## src/rtl/data_mem_ctrl_pkg.sv

```systemverilog
// Shared encodings for the data-memory access controller: access sizes,
// FSM states, bus widths and the alignment rule used by DATA_MEM_ALIGN_CHECK_EN.
package data_mem_ctrl_pkg;

  localparam int MemAddrW = 32;
  localparam int MemDataW = 32;
  localparam int MemWenW  = MemDataW / 8;

  localparam logic [1:0] MemByte = 2'b00;
  localparam logic [1:0] MemHalf = 2'b01;
  localparam logic [1:0] MemWord = 2'b10;

  typedef enum logic [1:0] {
    S_IDLE = 2'b00,
    S_WAIT = 2'b01,
    S_RESP = 2'b10
  } state_e;

  // Reserved size 11 behaves like a word access.
  function automatic logic is_misaligned(input logic [1:0] size, input logic [1:0] addr_lo);
    case (size)
      MemByte: is_misaligned = 1'b0;
      MemHalf: is_misaligned = addr_lo[0];
      default: is_misaligned = (addr_lo != 2'b00);
    endcase
  endfunction

endpackage

```

## src/rtl/data_mem_ctrl_lane.sv

```systemverilog
// mem_lane_align: byte-enable generation, store-data replication and
// load shift/extension for one access. Purely combinational.
module mem_lane_align
  import data_mem_ctrl_pkg::*;
(
  input  logic                is_store,
  input  logic [1:0]          size,
  input  logic                sign,
  input  logic [1:0]          addr_lo,
  input  logic [MemDataW-1:0] wdata,
  input  logic [MemDataW-1:0] rdata,
  output logic [MemWenW-1:0]  wen,
  output logic [MemDataW-1:0] wdata_rep,
  output logic [MemDataW-1:0] rdata_ext
);

  logic [MemDataW-1:0] shifted;

  assign shifted = rdata >> {addr_lo, 3'b000};

  always_comb begin
    wen       = 4'b0000;
    wdata_rep = wdata;
    rdata_ext = shifted;
    case (size)
      MemByte: begin
        wen       = 4'b0001 << addr_lo;
        wdata_rep = {4{wdata[7:0]}};
        rdata_ext = {{24{sign & shifted[7]}}, shifted[7:0]};
      end
      MemHalf: begin
        wen       = addr_lo[1] ? 4'b1100 : 4'b0011;
        wdata_rep = {2{wdata[15:0]}};
        rdata_ext = {{16{sign & shifted[15]}}, shifted[15:0]};
      end
      default: begin
        wen       = 4'b1111;
        rdata_ext = rdata;
      end
    endcase
    if (!is_store) begin
      wen = 4'b0000;
    end
  end

endmodule

```

## src/rtl/data_mem_ctrl.sv

```systemverilog
// Data-memory access controller: IDLE/WAIT/RESP handshake with the data SRAM.
// Define DATA_MEM_ALIGN_CHECK_EN to trap misaligned half/word accesses with addr_err.
module data_mem_ctrl
  import data_mem_ctrl_pkg::*;
#(
  parameter int MAX_WAIT = 16
) (
  input  logic                clk,
  input  logic                rst,
  input  logic                req_valid,
  input  logic                req_we,
  input  logic [1:0]          req_size,
  input  logic                req_sign,
  input  logic [MemAddrW-1:0] req_addr,
  input  logic [MemDataW-1:0] req_wdata,
  output logic                stallreq,
  output logic                resp_valid,
  output logic [MemDataW-1:0] resp_rdata,
  output logic                bus_err,
  output logic                addr_err,
  output logic [MemAddrW-1:0] badvaddr,
  output logic                data_sram_en,
  output logic [MemWenW-1:0]  data_sram_wen,
  output logic [MemAddrW-1:0] data_sram_addr,
  output logic [MemDataW-1:0] data_sram_wdata,
  input  logic [MemDataW-1:0] data_sram_rdata,
  input  logic                data_sram_ready
);

  localparam int CNT_W = (MAX_WAIT > 1) ? $clog2(MAX_WAIT) : 1;
  localparam logic [CNT_W-1:0] CNT_LAST = CNT_W'(MAX_WAIT - 1);

  state_e              state_q, state_d;
  logic                we_q, we_d;
  logic [1:0]          size_q, size_d;
  logic                sign_q, sign_d;
  logic [MemAddrW-1:0] addr_q, addr_d;
  logic [MemDataW-1:0] wdata_q, wdata_d;
  logic [CNT_W-1:0]    cnt_q, cnt_d;
  logic [MemDataW-1:0] rdata_q, rdata_d;
  logic                bus_err_q, bus_err_d;
  logic                addr_err_q, addr_err_d;
  logic [MemAddrW-1:0] badvaddr_q, badvaddr_d;

  logic [MemWenW-1:0]  lane_wen;
  logic [MemDataW-1:0] lane_wdata;
  logic [MemDataW-1:0] lane_rdata;
  logic                in_wait;

  mem_lane_align u_lane (
    .is_store  (we_q),
    .size      (size_q),
    .sign      (sign_q),
    .addr_lo   (addr_q[1:0]),
    .wdata     (wdata_q),
    .rdata     (data_sram_rdata),
    .wen       (lane_wen),
    .wdata_rep (lane_wdata),
    .rdata_ext (lane_rdata)
  );

  always_ff @(posedge clk) begin
    if (rst) begin
      state_q    <= S_IDLE;
      we_q       <= 1'b0;
      size_q     <= 2'b00;
      sign_q     <= 1'b0;
      addr_q     <= '0;
      wdata_q    <= '0;
      cnt_q      <= '0;
      rdata_q    <= '0;
      bus_err_q  <= 1'b0;
      addr_err_q <= 1'b0;
      badvaddr_q <= '0;
    end else begin
      state_q    <= state_d;
      we_q       <= we_d;
      size_q     <= size_d;
      sign_q     <= sign_d;
      addr_q     <= addr_d;
      wdata_q    <= wdata_d;
      cnt_q      <= cnt_d;
      rdata_q    <= rdata_d;
      bus_err_q  <= bus_err_d;
      addr_err_q <= addr_err_d;
      badvaddr_q <= badvaddr_d;
    end
  end

  // Response registers default to 0 so they are only non-zero during RESP.
  always_comb begin
    state_d    = state_q;
    we_d       = we_q;
    size_d     = size_q;
    sign_d     = sign_q;
    addr_d     = addr_q;
    wdata_d    = wdata_q;
    cnt_d      = cnt_q;
    rdata_d    = '0;
    bus_err_d  = 1'b0;
    addr_err_d = 1'b0;
    badvaddr_d = '0;
    stallreq   = 1'b0;
    case (state_q)
      S_IDLE: begin
        if (req_valid) begin
          stallreq = 1'b1;
          we_d     = req_we;
          size_d   = req_size;
          sign_d   = req_sign;
          addr_d   = req_addr;
          wdata_d  = req_wdata;
          cnt_d    = '0;
          state_d  = S_WAIT;
`ifdef DATA_MEM_ALIGN_CHECK_EN
          if (is_misaligned(req_size, req_addr[1:0])) begin
            addr_err_d = 1'b1;
            badvaddr_d = req_addr;
            state_d    = S_RESP;
          end
`endif
        end
      end
      S_WAIT: begin
        stallreq = 1'b1;
        // Ready wins over a counter expiring in the same cycle.
        if (data_sram_ready) begin
          rdata_d = we_q ? '0 : lane_rdata;
          state_d = S_RESP;
        end else if (cnt_q == CNT_LAST) begin
          bus_err_d = 1'b1;
          state_d   = S_RESP;
        end else begin
          cnt_d = cnt_q + CNT_W'(1);
        end
      end
      S_RESP: state_d = S_IDLE;
      default: state_d = S_IDLE;
    endcase
  end

  assign in_wait         = (state_q == S_WAIT);
  assign data_sram_en    = in_wait;
  assign data_sram_wen   = in_wait ? lane_wen : '0;
  assign data_sram_addr  = in_wait ? {addr_q[MemAddrW-1:2], 2'b00} : '0;
  assign data_sram_wdata = in_wait ? lane_wdata : '0;

  assign resp_valid = (state_q == S_RESP);
  assign resp_rdata = rdata_q;
  assign bus_err    = bus_err_q;

`ifdef DATA_MEM_ALIGN_CHECK_EN
  assign addr_err = addr_err_q;
  assign badvaddr = badvaddr_q;
`else
  assign addr_err = 1'b0;
  assign badvaddr = '0;
  logic unused_align;
  assign unused_align = addr_err_q ^ (^badvaddr_q);
`endif

endmodule
```

## config.mk

```make
export PLATFORM = sky130hd
export DESIGN_NAME = data_mem_ctrl
export DESIGN_NICKNAME = d
export VERILOG_FILES = /design/src/rtl/data_mem_ctrl_pkg.sv /design/src/rtl/data_mem_ctrl_lane.sv /design/src/rtl/data_mem_ctrl.sv
export SDC_FILE = /design/constraint.sdc
export NUM_CORES = 1
export LEC_CHECK = 0
export CORE_UTILIZATION = 37
export CTS_CLUSTER_DIAMETER = 40
export CTS_CLUSTER_SIZE = 20
export DETAILED_ROUTE_END_ITERATION = 16
export PLACE_DENSITY = 0.75
export SETUP_SLACK_MARGIN = 0.05
export SLEW_MARGIN = 0
export SYNTH_ARGS = -nofsm -noshare
export SYNTH_HDL_FRONTEND = slang
export SYNTH_SLANG_ARGS = --single-unit
```

## constraint.sdc

```tcl
create_clock -name clk -period 1.66 [get_ports clk]
set_clock_uncertainty 0.1 [all_clocks]
set_input_delay 0.166 -clock clk [delete_from_list [all_inputs] [get_ports clk]]
set_output_delay 0.166 -clock clk [all_outputs]
set_load 0.03 [all_outputs]
```

==> results.ini <==
[yosys]
ys_warn_count=0
synth_ff_type=dfxtp_1
synth_edf_count=0
synthXorXnorAreaFrac_pct=0.518
async_flop_share_pct=0
synth-seq-cells=107
muxShareOfSynthArea_pct=5.72
yosys.area_share.simple_pct=24.5
yosysUniqueCellTypes=40
synth_top_area_share_pct=42.2
synth_top_family_by_area=simple AND/OR/NAND/NOR gates
synth_compound_area_share_pct=17.2
post-synth-top-area-cell=dfxtp_1
syn_area_um2=5080
avgSynthCellArea_um2=7.81
synth_area_leaders=dfxtp_1 42%, nand2_1 13%, a21oi_1 9.2%
syn_inst=650
synthAdderAreaFrac_pct=0.246
yosysSeqAreaShare_pct=42.2

[floorplan]
fp.dieH_um=119
ios=241
rows=42
initial_core_util_pct=38.2
core_area_um2=13300
die_w_um=119
die_area_um2=14200

[grt]
grt_overflow=0
grt_util_all_layers_pct=23.6
grt_pass1_vias=4989
grt_pass1_wl_um=26000
grt_max_degree=76
antenna_found_initial=1

[worst_setup_path]
cp-start-kind=register
crit_required_ns=1.39
path_class=register to output port
arrival_ns=1.59
end_kind=output port
crit_path_max_fanout=8

[run_status]
status=finished, violations left
violations=setup timing

[cts]
clock_latency_ns=0.36
cts.sinks=107
clkSlewWorstSetupHoldPaths_ns=0.08
clockBufferDepth=2
h-tree-depth=3
root_buffer=clkbuf_16
cts_buffers=9
hold_buffers=0
cts_tree=yes

[min_path]
hp-class=input port to register

[placement]
dpl_worst_slack_ns=-0.497
gp_congestion=0.827
io_buffers=205
hpwl_um=11200

[routing]
post_drt_wl_per_cell_um=17.2
drtAntennaViolNets=0
vias=5445
drt_iter0_drc=336
dr.pass1.iters=6
drt-total-wl_um=18600
via_per_inst=5.06
remaining_drc_errors=0

[pwr]
power.leakage_nw=4.10
ir_drop_v=0.000658
p_per_area_nw_per_um2=734

[sta]
setup_viol=47
fin_hold_ws_ns=0.250
period_minus_slack_ns=1.85
slew_violations=0
rsz0062_at_grt=yes
hold_viol_final=0
worst_pin_slew_ns=0.843
relSlewSlack_pct=43.8
fin_ws_ns=-0.193
max_freq_mhz=540
timing.final.crit_share_pct=112

[job]
cap_violations=0

[cells_and_area]
antennaDiodeCount=0
regArea_um2=2160
fin_util_pct=69.4
syn_to_final_growth_pct=81.8
n_fill_cell=1028
multiInputGateArea_um2=3180
drive_above_1_share_pct=34.4
final_net_count=1001

-- cells in the final DEF (no fill, tap or decap), drive strengths merged, types with 10 or more instances in the layout --
cell type      instances
clkbuf                17
dfxtp                107
mux2i                 20
nor2                  46
dlymetal6s2s          20
and2                  39
nand2                171
dlygate4sd2           12
a21oi                 93
a31oi                 10
a21o                  16
conb                  35
buf                  141
clkdlybuf4s50        103
-- per-stage QoR --
stage	area (µm²)	TNS, ns	std cells	power, W
6_report	9230	-5.03	1077	0.00677
5_1_grt	9230	-9.35	1077	0.00705
4_1_cts	8470	-7.19	1058	0.00656
3_5_place_dp	7470	-8.98	1027	0.00415
3_3_place_gp	7470	-7.77	1027	0.00413
2_1_floorplan	5300	-0.211	684	0.00359
-- state kept, by name (all words and copies together), names as in the netlist --
signal      count
wdata_q        32
resp_rdata     32
cnt_q           4
we_q            1
state_q         2
size_q          2
addr_q         32
bus_err         1
sign_q          1
-- Yosys cell counts, types with 2 or more instances --
master and count:
nand3b_1 3, nor2_1 46, nand3_1 5, xor2_1 3, o22a_1 6, mux2i_1 20, buf_4 36, a31oi_1 10
inv_1 2, a21oi_1 93, buf_1 7, buf_2 7, nand2b_1 4, o221a_2 6, nand2_1 171, buf_6 2
dfxtp_1 107, clkbuf_1 29, and2_1 39, mux2_2 6, a21o_1 16, nor3_1 5, a22oi_1 6, o21ai_0 5
-- timing repair --
item                                    in CTS  in global routing
setup buffers                                9                 15
endpoints found under the setup margin     110                184
resized for setup                          151                131
pin swaps                                   14                 55
cloned                                       6                  7
-- power by group --
part | internal [W] | switching [W]
sequential | 0.00268 | 0.0000985
clock | 0.00122 | 0.000990
combinational | 0.000876 | 0.000903
-- worst max-delay path, cell delays in order, from the launching register on --
cell and delay, ns:
dfxtp_4 0.38, buf_12 0.14, clkinvlp_4 0.09, nand2_2 0.08
buf_12 0.13, nand2_1 0.08, a21oi_2 0.18, buf_6 0.15
-- routing by layer --
layer | part of all wire [%] | track usage (%) | up-vias
met1 | 38 | 26.9 | 2563
met2 | 50 | 41.3 | 249
li1 | - | - | 2583
met4 | 3.1 | 8.07 | 2
met3 | 8.1 | 7.33 | 48
met5 | 0.070 | 0 | -
-- final timing paths --
path                      startpoint                        end  slack, ns  depth (start not counted)
min                     req_wdata[3]    wdata_q[3]$_SDFFE_PP0P_       0.25                          3
min reg2reg  addr_q[27]$_SDFFE_PP0P_    addr_q[27]$_SDFFE_PP0P_       0.35                          2
max reg2reg   size_q[0]$_SDFFE_PP0P_  resp_rdata[17]$_SDFF_PP0_       0.01                          6
max           size_q[0]$_SDFFE_PP0P_         data_sram_wdata[9]      -0.19                          7
-- cell families (layout without fill, tap and decap cells) --
group           count (synthesis)  after routing
compound gates                146            146
xor+xnor                        3              3
fa+ha+maj                       1              1
buf+inv                        84            301
flops                         107            107
mux                            27             27
other cells                     1             35
simple gates                  281            281
-- final cells by class --
cell class	instances	area share, %
clock inverters	5	0.651
inverters	3	0.298
clock buffers	11	2.63
flip-flops and latches	107	23.4
multi-input cells	493	34.4
well taps	176	2.39
repair buffers	282	36.2
Note: power is estimated with default switching activity, not from simulation.
